===== src/rtl/rv32f_pkg.sv =====
// rv32f_pkg: shared constants for the RV32F register file and fcsr.
//   CSR addresses, CSR op encodings, fflags bit positions, rounding modes.
package rv32f_pkg;

    localparam logic [11:0] CSR_FFLAGS = 12'h001;
    localparam logic [11:0] CSR_FRM    = 12'h002;
    localparam logic [11:0] CSR_FCSR   = 12'h003;

    typedef enum logic [1:0] {
        CSR_OP_READ  = 2'b00,
        CSR_OP_WRITE = 2'b01,
        CSR_OP_SET   = 2'b10,
        CSR_OP_CLEAR = 2'b11
    } csr_op_e;

    localparam int FLAG_NX = 0;
    localparam int FLAG_UF = 1;
    localparam int FLAG_OF = 2;
    localparam int FLAG_DZ = 3;
    localparam int FLAG_NV = 4;
    localparam int FRM_LSB = 5;

    typedef enum logic [2:0] {
        RM_RNE = 3'b000,
        RM_RTZ = 3'b001,
        RM_RDN = 3'b010,
        RM_RUP = 3'b011,
        RM_RMM = 3'b100,
        RM_DYN = 3'b111
    } rm_e;

endpackage


===== src/rtl/rv32f_fcsr.sv =====
// rv32f_fcsr: fcsr state (frm + fflags), Zicsr read/write/set/clear and flag accrual.
//   iCLK/iRST_N      clock, async active-low reset
//   iCSR_EN/OP/ADDR  CSR access control; iCSR_WDATA operand
//   iFLAGS_VALID     OR iFLAGS {NV,DZ,OF,UF,NX} into fflags after any CSR update
//   oCSR_RDATA       pre-update value of the addressed CSR, zero-extended
//   oFRM             registered dynamic rounding mode
module rv32f_fcsr (
    input  logic        iCLK,
    input  logic        iRST_N,
    input  logic        iCSR_EN,
    input  logic [1:0]  iCSR_OP,
    input  logic [11:0] iCSR_ADDR,
    input  logic [31:0] iCSR_WDATA,
    input  logic        iFLAGS_VALID,
    input  logic [4:0]  iFLAGS,
    output logic [31:0] oCSR_RDATA,
    output logic [2:0]  oFRM
);
    import rv32f_pkg::*;

    logic [7:0] r_fcsr;
    logic [7:0] w_mask;
    logic [7:0] w_wd;
    logic [7:0] w_csr_next;
    logic       w_unused;

    assign w_unused = &{1'b0, iCSR_WDATA[31:8]};

    // Field mask and operand aligned to fcsr bit positions; unknown address gives an empty mask, so no change.
    always_comb begin
        w_mask = iCSR_ADDR == CSR_FFLAGS ? 8'h1F :
                 iCSR_ADDR == CSR_FRM    ? 8'hE0 :
                 iCSR_ADDR == CSR_FCSR   ? 8'hFF : 8'h00;
        w_wd = (iCSR_ADDR == CSR_FRM ? {iCSR_WDATA[2:0], 5'b0} : iCSR_WDATA[7:0]) & w_mask;
        w_csr_next = !iCSR_EN                  ? r_fcsr :
                     iCSR_OP == CSR_OP_WRITE   ? (r_fcsr & ~w_mask) | w_wd :
                     iCSR_OP == CSR_OP_SET     ? r_fcsr | w_wd :
                     iCSR_OP == CSR_OP_CLEAR   ? r_fcsr & ~w_wd : r_fcsr;
        oCSR_RDATA = !iCSR_EN                 ? 32'h0 :
                     iCSR_ADDR == CSR_FFLAGS  ? {27'h0, r_fcsr[FRM_LSB-1:0]} :
                     iCSR_ADDR == CSR_FRM     ? {29'h0, r_fcsr[7:FRM_LSB]} :
                     iCSR_ADDR == CSR_FCSR    ? {24'h0, r_fcsr} : 32'h0;
    end

    always_ff @(posedge iCLK or negedge iRST_N) begin
        if (!iRST_N)
            r_fcsr <= 8'h0;
        else
            r_fcsr <= {w_csr_next[7:FRM_LSB], w_csr_next[FRM_LSB-1:0] | (iFLAGS_VALID ? iFLAGS : 5'h0)};
    end

    assign oFRM = r_fcsr[7:FRM_LSB];

endmodule


===== src/rtl/rv32f_regfile.sv =====
// rv32f_regfile: f0-f31 FP register file with load-use/WAW scoreboard and fcsr.
//   iRS1..3/iRS_USE       read addresses and which ones are really read
//   oRS1..3_DATA          combinational read data
//   iWE/iWR_RD/iWR_DATA   write-back port; clears the destination busy bit
//   iISSUE_*              FP-destination issue; long ops set the busy bit
//   oSTALL                RAW on a busy source or WAW on a busy destination
//   iFLAGS_*, iCSR_*      flag accrual and Zicsr access, handled by rv32f_fcsr
//   oCSR_RDATA, oFRM      CSR read data and rounding mode
// Macro RV32F_FRF_BYPASS_EN: forward write-back data to matching read ports in the same cycle.
module rv32f_regfile #(
    parameter int NREG = 32,
    parameter int XLEN = 32
) (
    input  logic            iCLK,
    input  logic            iRST_N,
    input  logic [4:0]      iRS1,
    input  logic [4:0]      iRS2,
    input  logic [4:0]      iRS3,
    input  logic [2:0]      iRS_USE,
    output logic [XLEN-1:0] oRS1_DATA,
    output logic [XLEN-1:0] oRS2_DATA,
    output logic [XLEN-1:0] oRS3_DATA,
    input  logic            iWE,
    input  logic [4:0]      iWR_RD,
    input  logic [XLEN-1:0] iWR_DATA,
    input  logic            iISSUE_VALID,
    input  logic [4:0]      iISSUE_RD,
    input  logic            iISSUE_LONG,
    output logic            oSTALL,
    input  logic            iFLAGS_VALID,
    input  logic [4:0]      iFLAGS,
    input  logic            iCSR_EN,
    input  logic [1:0]      iCSR_OP,
    input  logic [11:0]     iCSR_ADDR,
    input  logic [31:0]     iCSR_WDATA,
    output logic [31:0]     oCSR_RDATA,
    output logic [2:0]      oFRM
);
    import rv32f_pkg::*;

    logic [XLEN-1:0] r_regs [NREG];
    logic [NREG-1:0] r_busy;
    logic [NREG-1:0] w_set;
    logic [NREG-1:0] w_clr;
    logic [4:0]      w_rs   [3];
    logic [XLEN-1:0] w_rd   [3];
    logic [2:0]      w_byp;
    logic [2:0]      w_raw;

    assign w_rs[0] = iRS1;
    assign w_rs[1] = iRS2;
    assign w_rs[2] = iRS3;

    for (genvar k = 0; k < 3; k++) begin : g_rd
`ifdef RV32F_FRF_BYPASS_EN
        assign w_byp[k] = iWE && iWR_RD == w_rs[k];
`else
        assign w_byp[k] = 1'b0;
`endif
        assign w_rd[k]  = w_byp[k] ? iWR_DATA : r_regs[w_rs[k]];
        // A forwarded port already has its data, so its busy bit no longer matters.
        assign w_raw[k] = iRS_USE[k] && r_busy[w_rs[k]] && !w_byp[k];
    end

    assign oRS1_DATA = w_rd[0];
    assign oRS2_DATA = w_rd[1];
    assign oRS3_DATA = w_rd[2];

    assign oSTALL = |w_raw || (iISSUE_VALID && r_busy[iISSUE_RD]);
    assign w_set  = (iISSUE_VALID && iISSUE_LONG && !oSTALL) ? NREG'(1) << iISSUE_RD : '0;
    assign w_clr  = iWE ? NREG'(1) << iWR_RD : '0;

    always_ff @(posedge iCLK or negedge iRST_N) begin
        if (!iRST_N) begin
            r_busy <= '0;
            for (int i = 0; i < NREG; i++)
                r_regs[i] <= '0;
        end else begin
            // Set after clear: a new long issue to the same index keeps it busy.
            r_busy <= (r_busy & ~w_clr) | w_set;
            if (iWE)
                r_regs[iWR_RD] <= iWR_DATA;
        end
    end

    rv32f_fcsr u_fcsr (
        .iCLK         (iCLK),
        .iRST_N       (iRST_N),
        .iCSR_EN      (iCSR_EN),
        .iCSR_OP      (iCSR_OP),
        .iCSR_ADDR    (iCSR_ADDR),
        .iCSR_WDATA   (iCSR_WDATA),
        .iFLAGS_VALID (iFLAGS_VALID),
        .iFLAGS       (iFLAGS),
        .oCSR_RDATA   (oCSR_RDATA),
        .oFRM         (oFRM)
    );

endmodule

===== config.mk =====
export PLATFORM = sky130hd
export DESIGN_NAME = rv32f_regfile
export DESIGN_NICKNAME = d
export VERILOG_FILES = /design/src/rtl/rv32f_pkg.sv /design/src/rtl/rv32f_fcsr.sv /design/src/rtl/rv32f_regfile.sv
export SDC_FILE = /design/constraint.sdc
export NUM_CORES = 2
export LEC_CHECK = 0
export CORE_UTILIZATION = 57
export CTS_BUF_LIST = sky130_fd_sc_hd__clkbuf_8
export CTS_CLUSTER_DIAMETER = 200
export DETAILED_ROUTE_END_ITERATION = 10
export PLACE_DENSITY = 0.75
export SYNTH_ARGS = -nofsm -noshare
export SYNTH_HDL_FRONTEND = slang
export SYNTH_SLANG_ARGS = --single-unit

===== constraint.sdc =====
create_clock -name iCLK -period 11.2 [get_ports iCLK]
set_clock_uncertainty 0.15 [all_clocks]
set_input_delay 2.24 -clock iCLK [delete_from_list [all_inputs] [get_ports iCLK]]
set_output_delay 2.24 -clock iCLK [all_outputs]
set_load 0.05 [all_outputs]

==> impl_metrics.ini <==
[yosys]
synthesis.area_um2 = 65130
ys_dominant_reg_cell = sky130_fd_sc_hd__dfrtp_1
netlist.top_cell.by_area = sky130_fd_sc_hd__dfrtp_1
ys_seq_elements = 1064
number_of_enable_type_register_cells_in_the_synthesized_netlist = 0
cell_types_with_the_largest_area_share_after_synthesis = sky130_fd_sc_hd__dfrtp_1, sky130_fd_sc_hd__mux4_2, sky130_fd_sc_hd__mux2_2, sky130_fd_sc_hd__clkbuf_1, sky130_fd_sc_hd__buf_1
number_of_instances_in_the_synthesized_netlist = 3919
ys_warn_count = 0
synth.top_cell.area_share_pct = 40.88
seq_total_area_yosys_pct = 40.88
async_reset_ff_share_pct = 100.0
synth.distinct_cells = 51
synth_area_per_cell_um2 = 16.62

[layout]
flow.area_growth_from_synthesis_pct = 9.928
fillers = 8088
multi_input_combinational_cell_area_um2 = 36890
regArea_um2 = 26630
finalInstanceArea_um2 = 71600
drive_above_1_share_pct = 61.73
fin_nets = 4022

[sta]
final_min_period_over_clock_period_pct = 76.96
timing.final.crit_period_ns = 8.619
max_clock_freq_ghz = 0.1160
report.final.hold_viol_count = 0
rsz0062_at_grt = no
setup_violations = 0
drv_slew = 0
holdWs_ns = 0.3624
worst_max_slew_pin_slew_ns = 1.275
max-slew-margin-rel_pct = 14.81
setup_total_negative_slack_ns = 0

[setup_path]
worstPathCellList = buf_8 > mux4_2 > mux4_2 > and3b_4 > a31oi_4 > nand3_2 > a21o_1 > clkdlybuf4s50_1
cp.depth = 8
worstPathArrival_ns = 6.23
capturing_point_of_the_worst_reg2reg_path = r_busy[2]
reg2regPathDepth = 6
cp-start-kind = input port
crit_path_max_delay_cell_type = sky130_fd_sc_hd__buf_8
worstReg2RegStart = r_busy[26]
worst_path_dominant_cell_family = buffers and inverters
worst_path_most_repeated_cell = sky130_fd_sc_hd__mux4_2
slowest_delay_ns = 0.80
crit_type = input port to output port
timing.critical_path.fanout_max = 115
critPathCaptureType = output port
critPathLaunch = iRS1[1]
critical_path_buf_inv_count = 2
worst_setup_path_endpoint = oSTALL
timing.critical_path.required_ns = 8.81
reg2reg_slack_ns = 7.87

[clock_network]
clock_tree.root_cell = sky130_fd_sc_hd__clkbuf_8
hold_buffers = 0
cts.clk_slew.worst_paths_ns = 0.07
ctsHtreeMaxLevel = 4
cts_inserted_buffers = 179
ctsResizeCount = 0
clk_latency_ns = 0.86
tritoncts_clock_tree = built
tritoncts_num_sinks = 1064
cts_post_setup_buffers_inserted = 0
cts-root-to-sink-buffers = 3

[global_route]
grt_first_pass_wirelength_um = 283100
grtUsageTotal_pct = 33.62
grt_pass1_vias = 41870
grt_antenna_before_repair = 4
globalRoute.totalOverflow = 0
largest_net_degree_at_the_start_of_global_routing = 175

[placement]
port-buffer-count = 201
dp_hpwl_um = 96800
routabilityCongestion = 0.8134
detailed_place.area_um2 = 68030

[die]
die_h_um = 340.0
core-area_um2 = 113000
initial_core_util_pct = 57.66
io_pins = 250
floorplan.die_area_um2 = 115600
core.rowCount = 123
die_width_um = 340.0

[status]
run_status = finished, final reports clean

[route]
post-route-drc-count = 0
routed_via_density = 7.356
routed_wire_length_per_instance_um = 34.26
wirelength_um = 189500
starting_drc_count_in_detailed_routing = 4473
detail_route.first_pass.iterations = 5
final_antenna_net_count = 0
detailroute.via_count = 40680

[pwr]
power.combinational.fraction_pct = 29.1
clockPowerShare_pct = 28.3
power.net_switching_mw = 3.770
leakagePower_nw = 29.41
cellPowerDensity_nw_per_um2 = 172.6
vdd.ir_drop.worst_uv = 123.8
share_seq_of_total_power_pct = 42.7
switching_power_share_of_the_total_pct = 30.51
p_int_mw = 8.588

[flow_run]
maxCapViolations = 0

[worst_hold_path]
timing.hold.worst.class = flip-flop to flip-flop
hold_start = u_fcsr.r_fcsr[4]
-- metal layers --
layer | vias up | track usage [%] | wire length, um
met5 | - | 0.5719 | 109
met4 | 4 | 12.33 | 7018
met3 | 384 | 6.663 | 16290
met2 | 2131 | 52.22 | 90650
met1 | 22260 | 47.67 | 75400
li1 | 15900 | - | -
-- sequential cells by signal (all words and copies together) (netlist names), named ones only --
register       cells
r_busy            32
r_regs          1024
u_fcsr.r_fcsr      5
-- worst register-to-register path: stages (launching register included) --
cell and delay (ns):
sky130_fd_sc_hd__dfrtp_1 0.42, sky130_fd_sc_hd__mux4_2 0.49, sky130_fd_sc_hd__mux4_2 0.46, sky130_fd_sc_hd__nand2b_1 0.18, sky130_fd_sc_hd__o2111ai_1 0.19, sky130_fd_sc_hd__nand3_2 0.68, sky130_fd_sc_hd__o41ai_1 0.63
-- logic make-up (layout without fill, tap and decap cells) --
group / after synthesis / in the layout / synth area share [%]
compound gates: 87 / 87 / 0.9740
xor+xnor: 2 / 2 / 0.02690
buf+inv: 481 / 566 / 2.982
flops: 1064 / 1064 / 40.88
mux: 2125 / 2125 / 53.85
other cells: 1 / 27 / 0.005758
simple gates: 159 / 159 / 1.278
-- how the worst min path moves through the flow --
stage / endpoint / depth (start not counted)
floorplan: u_fcsr.r_fcsr[4] / 2
global route: u_fcsr.r_fcsr[2] / 2
global placement: u_fcsr.r_fcsr[4] / 2
detailed placement: u_fcsr.r_fcsr[4] / 2
finish: u_fcsr.r_fcsr[4] / 2
CTS: u_fcsr.r_fcsr[4] / 2
-- stage by stage --
step	util, %	power (mW)	instances	setup slack (ns)
global route	63.38	12.86	5529	2.463
finish	63.38	12.36	5530	2.581
floorplan	-	7.886	3942	4.108
CTS	63.37	12.39	5527	2.588
detailed placement	60.23	8.900	5223	2.583
global placement	60.23	8.758	5223	2.590
-- cell usage in the layout (no fill, tap or decap), types with 3 or more instances in the layout --
cell,n
sky130_fd_sc_hd__mux2_2,1123
sky130_fd_sc_hd__dfrtp_1,1064
sky130_fd_sc_hd__mux4_2,991
sky130_fd_sc_hd__clkbuf_8,221
sky130_fd_sc_hd__clkdlybuf4s50_1,185
sky130_fd_sc_hd__inv_1,58
sky130_fd_sc_hd__buf_4,50
sky130_fd_sc_hd__nand2_1,38
sky130_fd_sc_hd__o31ai_1,25
sky130_fd_sc_hd__conb_1,24
sky130_fd_sc_hd__o21ai_0,23
sky130_fd_sc_hd__nand3_1,16
sky130_fd_sc_hd__nand2_4,16
sky130_fd_sc_hd__nor2_4,16
sky130_fd_sc_hd__clkinv_2,13
sky130_fd_sc_hd__buf_12,13
sky130_fd_sc_hd__nor2_1,12
sky130_fd_sc_hd__nand3b_1,11
sky130_fd_sc_hd__mux2i_1,11
sky130_fd_sc_hd__a22oi_1,9
sky130_fd_sc_hd__nor2b_1,8
sky130_fd_sc_hd__buf_8,7
sky130_fd_sc_hd__and3_1,6
sky130_fd_sc_hd__nand4_1,6
sky130_fd_sc_hd__clkinvlp_4,6
sky130_fd_sc_hd__o22ai_1,5
sky130_fd_sc_hd__a21oi_1,5
sky130_fd_sc_hd__or3b_2,5
sky130_fd_sc_hd__bufinv_16,5
sky130_fd_sc_hd__or2_2,4
sky130_fd_sc_hd__o41ai_2,4
sky130_fd_sc_hd__nor3b_1,4
sky130_fd_sc_hd__inv_6,4
sky130_fd_sc_hd__diode_2,3
sky130_fd_sc_hd__and2_1,3
sky130_fd_sc_hd__o41ai_1,3
sky130_fd_sc_hd__buf_6,3
-- Yosys cell counts, types with 3 or more instances --
master                     instances
sky130_fd_sc_hd__and2_1            3
sky130_fd_sc_hd__nand3b_1         11
sky130_fd_sc_hd__nand2_1          54
sky130_fd_sc_hd__mux4_2          991
sky130_fd_sc_hd__buf_4            28
sky130_fd_sc_hd__nand4_1           6
sky130_fd_sc_hd__clkbuf_1        288
sky130_fd_sc_hd__a21oi_1           5
sky130_fd_sc_hd__or3b_2            5
sky130_fd_sc_hd__or2_2             4
sky130_fd_sc_hd__o41ai_1           3
sky130_fd_sc_hd__buf_1           141
sky130_fd_sc_hd__a22oi_1           9
sky130_fd_sc_hd__nor3b_1           4
sky130_fd_sc_hd__inv_1             4
sky130_fd_sc_hd__nand3_1          16
sky130_fd_sc_hd__mux2_2         1123
sky130_fd_sc_hd__mux2i_1          11
sky130_fd_sc_hd__o41ai_2           4
sky130_fd_sc_hd__o31ai_1          25
sky130_fd_sc_hd__nor2b_1           8
sky130_fd_sc_hd__and3_1            6
sky130_fd_sc_hd__o22ai_1           5
sky130_fd_sc_hd__o21ai_0          23
sky130_fd_sc_hd__dfrtp_1        1064
sky130_fd_sc_hd__buf_2            19
sky130_fd_sc_hd__nor2_1           28
-- cell type report --
type | instances | share of cell area, %
diodes | 3 | 0.01049
clock buffers | 221 | 4.248
well taps | 1500 | 2.621
repair buffers | 258 | 3.668
inverters | 4 | 0.02097
flip-flops and latches | 1064 | 37.19
clock inverters | 83 | 0.7183
multi-input cells | 2397 | 51.52
-- power groups by stage --
stage               clock network, mW  registers (mW)  logic [mW]
floorplan                           0            5.09        2.79
global placement                    0            5.23        3.53
detailed placement                  0            5.31        3.59
CTS                              3.54            5.24        3.60
global route                     3.71            5.39        3.76
finish                           3.49            5.27        3.59
(Power assumes the default switching activity.)
